$ cat src/rtl/game_tick_scheduler_if.sv
// -----------------------------------------------------------------------------
// game_tick_scheduler_if
//
// Purpose:
//   Bundles the frame/score inputs and the tick/step outputs of the game tick
//   scheduler into a single interface. The scheduler connects through the
//   slave modport. The block driving the inputs and reading the ticks (or a
//   testbench) connects through the master modport.
//
// Signals:
//   i_frame_start       one-cycle pulse at the start of vertical blanking
//   i_game_start_pulse  one-cycle pulse when a new game begins
//   i_game_frozen       high while the game is over or waiting to start
//   i_score[15:0]       4-digit BCD score, [15:12] = thousands
//   o_tick_60hz         one-cycle pulse every frame
//   o_tick_20hz[1:0]    [0] every FRAME_DIV frames, [1] = [0] delayed 1 cycle
//   o_obs_step          obstacle advance pulse, 1+level per frame
//   o_level[1:0]        current difficulty level
//   o_busy              high while a step burst is in progress
// -----------------------------------------------------------------------------
interface game_tick_scheduler_if;
  logic        i_frame_start;
  logic        i_game_start_pulse;
  logic        i_game_frozen;
  logic [15:0] i_score;
  logic        o_tick_60hz;
  logic [1:0]  o_tick_20hz;
  logic        o_obs_step;
  logic [1:0]  o_level;
  logic        o_busy;

  modport master (
    output i_frame_start,
    output i_game_start_pulse,
    output i_game_frozen,
    output i_score,
    input  o_tick_60hz,
    input  o_tick_20hz,
    input  o_obs_step,
    input  o_level,
    input  o_busy
  );

  modport slave (
    input  i_frame_start,
    input  i_game_start_pulse,
    input  i_game_frozen,
    input  i_score,
    output o_tick_60hz,
    output o_tick_20hz,
    output o_obs_step,
    output o_level,
    output o_busy
  );
endinterface

$ cat src/rtl/game_tick_scheduler.sv
// -----------------------------------------------------------------------------
// game_tick_scheduler
//
// Purpose:
//   Central scheduler for game-time events. From the one-cycle start-of-frame
//   pulse it derives the 60 Hz tick, the two-phase 20 Hz tick pair and a burst
//   of obstacle step pulses whose length grows with the difficulty level. The
//   difficulty level rises each time the hundreds digit of the BCD score
//   changes, saturating at MAX_LEVEL, and is cleared when a new game begins.
//
// Parameters:
//   FRAME_DIV  frames per 20 Hz tick (2..15)
//   MAX_LEVEL  saturation value of the difficulty level (0..3)
//   STEP_GAP   idle cycles between consecutive step pulses (1..3)
//
// Ports:
//   clk    system clock
//   rst_n  asynchronous active-low reset
//   bus    game_tick_scheduler_if.slave: frame/score inputs, tick/step outputs
// -----------------------------------------------------------------------------
module game_tick_scheduler #(
  parameter int unsigned FRAME_DIV = 3,
  parameter int unsigned MAX_LEVEL = 3,
  parameter int unsigned STEP_GAP  = 1
) (
  input  logic                  clk,
  input  logic                  rst_n,
  game_tick_scheduler_if.slave  bus
);

  localparam logic [3:0] DIV_LAST = 4'(FRAME_DIV - 1);
  localparam logic [1:0] LVL_MAX  = 2'(MAX_LEVEL);
  localparam logic [1:0] GAP_LAST = 2'(STEP_GAP - 1);

  typedef enum logic [1:0] {
    IDLE = 2'd0,
    STEP = 2'd1,
    GAP  = 2'd2
  } state_e;

  state_e      state_q, state_d;
  logic [2:0]  rem_q, rem_d;
  logic [1:0]  gap_q, gap_d;
  logic [3:0]  div_q, div_d;
  logic [1:0]  level_q, level_d;
  logic [3:0]  latch_q, latch_d;
  logic        pending_q, pending_d;
  logic        tick60_q, tick60_d;
  logic [1:0]  tick20_q, tick20_d;

  logic        frame;
  logic        frozen;
  logic        start_seen;
  logic [3:0]  hundreds;
  logic        obs_step;
  logic        busy;
  logic        unused_score;

  assign frame        = bus.i_frame_start;
  assign frozen       = bus.i_game_frozen;
  assign hundreds     = bus.i_score[11:8];
  assign unused_score = ^{bus.i_score[15:12], bus.i_score[7:0]};

  // A game start applies at the frame edge whether it arrives in the frame
  // cycle itself or was remembered from an earlier cycle.
  assign start_seen   = bus.i_game_start_pulse | pending_q;

  // State register: every flop of the block, cleared asynchronously so a
  // reset mid-burst silences all outputs at once.
  always_ff @(posedge clk or negedge rst_n) begin
    if (!rst_n) begin
      state_q   <= IDLE;
      rem_q     <= 3'd0;
      gap_q     <= 2'd0;
      div_q     <= 4'd0;
      level_q   <= 2'd0;
      latch_q   <= 4'd0;
      pending_q <= 1'b0;
      tick60_q  <= 1'b0;
      tick20_q  <= 2'b00;
    end else begin
      state_q   <= state_d;
      rem_q     <= rem_d;
      gap_q     <= gap_d;
      div_q     <= div_d;
      level_q   <= level_d;
      latch_q   <= latch_d;
      pending_q <= pending_d;
      tick60_q  <= tick60_d;
      tick20_q  <= tick20_d;
    end
  end

  // Frame divider, tick generation, pending game start and difficulty level.
  // Ticks ignore frozen/start so the rest of the game keeps its time base.
  always_comb begin
    div_d     = div_q;
    level_d   = level_q;
    latch_d   = latch_q;
    pending_d = pending_q | bus.i_game_start_pulse;
    tick60_d  = frame;
    tick20_d  = {tick20_q[0], frame && (div_q == 4'd0)};

    if (frame) begin
      div_d     = (div_q == DIV_LAST) ? 4'd0 : div_q + 4'd1;
      pending_d = 1'b0;
      if (start_seen) begin
        level_d = 2'd0;
        latch_d = hundreds;
      end else if (!frozen && (hundreds != latch_q)) begin
        // Any hundreds-digit change counts once, including the 9->0 rollover.
        latch_d = hundreds;
        level_d = (level_q >= LVL_MAX) ? LVL_MAX : level_q + 2'd1;
      end
    end
  end

  // Step burst next-state logic. The burst length uses the level from before
  // this frame's update, except that a game start forces a single step.
  always_comb begin
    state_d = state_q;
    rem_d   = rem_q;
    gap_d   = gap_q;

    if (frozen) begin
      state_d = IDLE;
      rem_d   = 3'd0;
      gap_d   = 2'd0;
    end else begin
      case (state_q)
        IDLE: begin
          if (frame) begin
            state_d = STEP;
            rem_d   = start_seen ? 3'd1 : {1'b0, level_q} + 3'd1;
          end
        end
        STEP: begin
          rem_d = rem_q - 3'd1;
          gap_d = 2'd0;
          state_d = (rem_q <= 3'd1) ? IDLE : GAP;
        end
        GAP: begin
          if (gap_q == GAP_LAST) begin
            state_d = STEP;
          end else begin
            gap_d = gap_q + 2'd1;
          end
        end
        default: begin
          state_d = IDLE;
          rem_d   = 3'd0;
          gap_d   = 2'd0;
        end
      endcase
    end
  end

  // Step burst outputs. A freeze suppresses the step pulse in the very cycle
  // it appears, while busy drops one edge later with the state.
  always_comb begin
    obs_step = (state_q == STEP) && !frozen;
    busy     = (state_q != IDLE);
  end

  assign bus.o_tick_60hz = tick60_q;
  assign bus.o_tick_20hz = tick20_q;
  assign bus.o_obs_step  = obs_step;
  assign bus.o_level     = level_q;
  assign bus.o_busy      = busy;

endmodule

$ cat src/flat_wrapper.sv
// flat-port wrapper written by rule: the top's interface ports become plain ports
module game_tick_scheduler_flat 
#(
  parameter int unsigned FRAME_DIV = 3,
  parameter int unsigned MAX_LEVEL = 3,
  parameter int unsigned STEP_GAP  = 1
)
  (clk, rst_n, bus_i_frame_start, bus_i_game_start_pulse, bus_i_game_frozen, bus_i_score, bus_o_tick_60hz, bus_o_tick_20hz, bus_o_obs_step, bus_o_level, bus_o_busy);
  game_tick_scheduler_if bus_i ();
  input  logic clk;
  input  logic rst_n;
  input wire logic [$bits(bus_i.i_frame_start)-1:0] bus_i_frame_start;
  input wire logic [$bits(bus_i.i_game_start_pulse)-1:0] bus_i_game_start_pulse;
  input wire logic [$bits(bus_i.i_game_frozen)-1:0] bus_i_game_frozen;
  input wire logic [$bits(bus_i.i_score)-1:0] bus_i_score;
  output wire logic [$bits(bus_i.o_tick_60hz)-1:0] bus_o_tick_60hz;
  output wire logic [$bits(bus_i.o_tick_20hz)-1:0] bus_o_tick_20hz;
  output wire logic [$bits(bus_i.o_obs_step)-1:0] bus_o_obs_step;
  output wire logic [$bits(bus_i.o_level)-1:0] bus_o_level;
  output wire logic [$bits(bus_i.o_busy)-1:0] bus_o_busy;
  assign bus_i.i_frame_start = bus_i_frame_start;
  assign bus_i.i_game_start_pulse = bus_i_game_start_pulse;
  assign bus_i.i_game_frozen = bus_i_game_frozen;
  assign bus_i.i_score = bus_i_score;
  assign bus_o_tick_60hz = bus_i.o_tick_60hz;
  assign bus_o_tick_20hz = bus_i.o_tick_20hz;
  assign bus_o_obs_step = bus_i.o_obs_step;
  assign bus_o_level = bus_i.o_level;
  assign bus_o_busy = bus_i.o_busy;
  game_tick_scheduler #(.FRAME_DIV(FRAME_DIV), .MAX_LEVEL(MAX_LEVEL), .STEP_GAP(STEP_GAP)) u_core (.clk(clk), .rst_n(rst_n), .bus(bus_i));
endmodule
$ cat config.mk
export PLATFORM = sky130hd
export DESIGN_NAME = game_tick_scheduler_flat
export DESIGN_NICKNAME = d
export VERILOG_FILES = /design/src/rtl/game_tick_scheduler_if.sv /design/src/rtl/game_tick_scheduler.sv /design/src/flat_wrapper.sv
export SDC_FILE = /design/constraint.sdc
export NUM_CORES = 1
export LEC_CHECK = 0
export ABC_AREA = 1
export CAP_MARGIN = 40
export CELL_PAD_IN_SITES_DETAIL_PLACEMENT = 1
export CELL_PAD_IN_SITES_GLOBAL_PLACEMENT = 1
export CORE_ASPECT_RATIO = 1.25
export CORE_MARGIN = 2
export CORE_UTILIZATION = 37
export CTS_BUF_LIST = sky130_fd_sc_hd__clkbuf_4 sky130_fd_sc_hd__clkbuf_8
export DETAILED_ROUTE_END_ITERATION = 10
export PLACE_DENSITY = 0.85
export RECOVER_POWER = 25
export SLEW_MARGIN = 0
export SYNTH_ARGS = -nofsm -noshare
export SYNTH_HDL_FRONTEND = slang
export SYNTH_SLANG_ARGS = --single-unit
$ cat constraint.sdc
create_clock -name clk -period 1.4 [get_ports clk]
set_clock_uncertainty 0.1 [all_clocks]
set_input_delay 0.14 -clock clk [delete_from_list [all_inputs] [get_ports clk]]
set_output_delay 0.14 -clock clk [all_outputs]
set_load 0.005 [all_outputs]
==> summary.md, run 1 <==
| Metric | Value |
|---|---|
| Largest net degree at the start of global routing | 22 |
| Antenna viol nets, final | 0 |
| Post-Synthesis Cells | approximately 130 |
| Initial antenna violation count | 0 |
| Fin crit share | 0.9762 |
| Slew @ Worst Pin | about 0.53 ns |
| Post-Syn Nets | between 150 and 200 |
| Arr. time, crit path | approximately 1.5 ns |
| Clk Latency, worst-skew pair | roughly 0.3 ns |
| Register area share after synthesis | 0.4682 |
| DIE WIDTH | ~53 um |
| Main synth FF type | dfrtp_1 |
| Total grt overflow | 0 |
| DRC | 0 |
| CTS buffer count | 3 |
| Crit path capture type | register |
| H-tree lvl count | 1 |
| Synth warn | 0 |
| VDD IR max | 0.6522 mV |
| Clock Path Buffers | 2 |
| Lkg Pwr | 0.0007941 uW |
| Number of max-cap violations | 0 |
| Hold Path Class | in -> async |
| Final Hold Fails | 0 |
| Site Rows | 22 |
| Pre-CTS setup slack | -0.1764 ns |
| Core area | between 2000 and 3000 sq um |
| WS Path Type | reg -> reg |
| Slew HR | 0.6440 |
| Die ar. | between 3000 and 4000 sq um |
| RSZ-0062 raised after global routing | yes |
| Pins Over Slew Limit | 0 |
| Final nets | 199 |
| Max Clock Freq | 731.7 MHz |
| Synth Cell Area | around 1100 sq um |
| Tmin final | between 1 and 1.5 ns |
| I/O Buffers | 15 |
| Synthesized flop and latch total | 21 |
| Pre-antenna DRT Iters | 2 |
| Final GP Congestion | approximately 0.7 |
| Number of global-route vias before repair | roughly 1.1k |
| Worst path required time | between 1.5 and 2 ns |
| Initial Utilization | 0.3846 |
| Commonest cells in the synthesized netlist | nand2_1, dfrtp_1, inv_1 |
| Clk sinks | 21 |
| Synth async-reset ratio | 1.000 |
| Status | finished clean |
| Most numerous cell on the critical path | o21ai_1 |
| Placed Cells | between 150 and 200 |
| Initial drt markers | 12 |
| Post-synth top area share | 0.4682 |
| Setup violations, final | 0 |
| Top post-synthesis cells by area | dfrtp_1, nand2_1, inv_1, ha_1, nand3_1 |
| IO Count | 28 |
| Root buf cell | clkbuf_4 |
| Syn avg cell area | approximately 8.4 sq um |
| Vias per cell | between 4 and 5 |
| Diode count | 0 |
| Clk pin slew, worst setup/hold paths | roughly 0.12 ns |
| Setup ws final | between 0.03 and 0.04 ns |
| Area leader, netlist | dfrtp_1 |
| Final Util | 0.5232 |
| PD cells | 1048 nW/um^2 |
| Chip height | 65.58 um |
| Slowest stage delay, CP | about 0.38 ns |
| WL final | 2.867 mm |
| Count leader, synth | nand2_1 |
| Layout cells sized above 1 | 0.3041 |
| Crit path max-delay cell type | dfrtp_2 |
| Synth cell types | 23 |
| EDFF count, synth | 0 |
| CTS tree | built |
| Area Overhead vs Synth | 36.01% |
| CP Cell Sequence | buf_4 > inv_2 > ha_4 > nand3_2 > o21ai_1 > nand3_1 > o21ai_1 |
| Crit path max fanout | 5 |
| Non-Filler Instances | slightly above 200 |
| Fillers | between 300 and 400 |
| Gr usage total | 0.1788 |
| Vias | between 1k and 1.5k |
| WL per Instance | about 14 um |
| Startpoint Class | register |
| Hpwl dp | slightly above 2 mm |
| First-pass GRT wire length | about 4.5 mm |
## power breakdown
part	internal (uW)	total (uW)	leakage (uW)	switching, uW
Sequential	712	790	0.000267	77.6
Combinational	240	515	0.000509	275
Clock	107	294	0.0000177	188
## final cells by class
cell class                      instances  area, sq um  area share
Clock buffer                            3        22.52     0.01475
Clock inverter                          1        5.005    0.003279
Inverter                               23        100.1     0.06557
Multi-Input combinational cell         87        534.3      0.3500
Sequential cell                        21        526.8      0.3451
Tap cell                               36        45.04     0.02951
Timing Repair Buffer                   36        292.8      0.1918
## worst max-delay path: cells and delay by family, from the launching register on
family / cells / cell delay [ns]
AO/OA/AOI/OAI: 2 / 0.20
adder cells (fa/ha/maj): 1 / 0.26
buffers and inverters: 2 / 0.19
flip-flops: 1 / 0.38
AND/OR/NAND/NOR: 2 / 0.19
## metrics by stage
| stage | hold slack (ns) | TNS, ns | power (uW) | area (sq um) |
|---|---|---|---|---|
| final | 0.2318 | 0 | 1600 | 1526 |
| after global routing | 0.2706 | -0.07638 | 1716 | 1526 |
| after CTS | 0.07016 | 0 | 1570 | 1460 |
| after detailed placement | 0.2741 | -1.460 | 1251 | 1394 |
| after global placement | 0.2563 | -0.8896 | 1201 | 1394 |
| after floorplan | -0.2556 | 0 | 1059 | 1122 |
## cells in the final DEF (no fill, tap or decap), types with 3 or more instances in the layout
cell type / synthesis / final
dfrtp_1: 21 / 20
o21ai_1: 5 / 5
inv_1: 21 / 17
a21oi_1: 4 / 4
buf_4: 1 / 19
o21ai_0: 5 / 4
inv_2: 1 / 5
nand3_1: 10 / 8
dlygate4sd2_1: 0 / 5
nand2_2: 1 / 6
clkbuf_4: 0 / 3
nand2_1: 33 / 28
nor2_1: 11 / 7
clkdlybuf4s50_1: 0 / 7
ha_1: 6 / 5
## worst paths after layout
path | start | endpoint | slack, ns | cells past startpoint
min in group clk | u_core.bus.o_tick_20hz[0] | u_core.bus.o_tick_20hz[1] | 0.29 | 0
max in group asynchronous | rst_n | u_core.bus.o_level[0] | 0.59 | 2
setup / recovery | u_core.bus.o_level[0] | u_core.rem_q[1] | 0.03 | 7
hold reg to reg | u_core.bus.o_tick_20hz[0] | u_core.bus.o_tick_20hz[1] | 0.29 | 0
hold / removal | rst_n | u_core.latch_q[0] | 0.23 | 2
setup reg to reg | u_core.bus.o_level[0] | u_core.rem_q[1] | 0.03 | 7
## flip-flops by register name, summed over array words and instances, names as in the netlist
register and cells:
u_core.rem_q 3, u_core.bus.o_tick_60hz 1, u_core.gap_q 2, u_core.pending_q 1
u_core.bus.o_tick_20hz 2, u_core.latch_q 4, u_core.state_q 2, u_core.bus.o_level 2
u_core.div_q 4
## per-layer routing
metal / up-vias / global-route usage / wire (um)
met5: - / 0 / 0
li1: 497 / - / -
met4: 0 / 0.1026 / 91
met2: 15 / 0.3519 / 1681
met1: 506 / 0.1584 / 1008
met3: 9 / 0.03182 / 85
## repair_timing
item,CTS,global route
gates resized for setup,17,17
setup endpoints to repair,7,10
endpoints found under the hold margin,0,0
pin swaps,2,8
hold buffers,0,0
buffers inserted,5,4
cloned,0,0
## logic make-up (layout without fill, tap and decap cells)
| family | count (synthesis) | in the layout | share of synthesized area |
|---|---|---|---|
| flip-flops | 21 | 21 | 0.4682 |
| AO/OA/AOI/OAI | 18 | 18 | 0.08695 |
| AND/OR/NAND/NOR | 60 | 60 | 0.2464 |
| XOR/XNOR | 3 | 3 | 0.02342 |
| adder cells (fa/ha/maj) | 6 | 6 | 0.06689 |
| buffers and inverters | 25 | 63 | 0.1081 |
Note: power is estimated with default switching activity, not from simulation.
==> run 2: changes to the inputs <==
Settings changed: CAP_MARGIN 40 to 20.
==> results of run 2 <==
The final DEF is identical to that of run 1; final timing and power are the same.
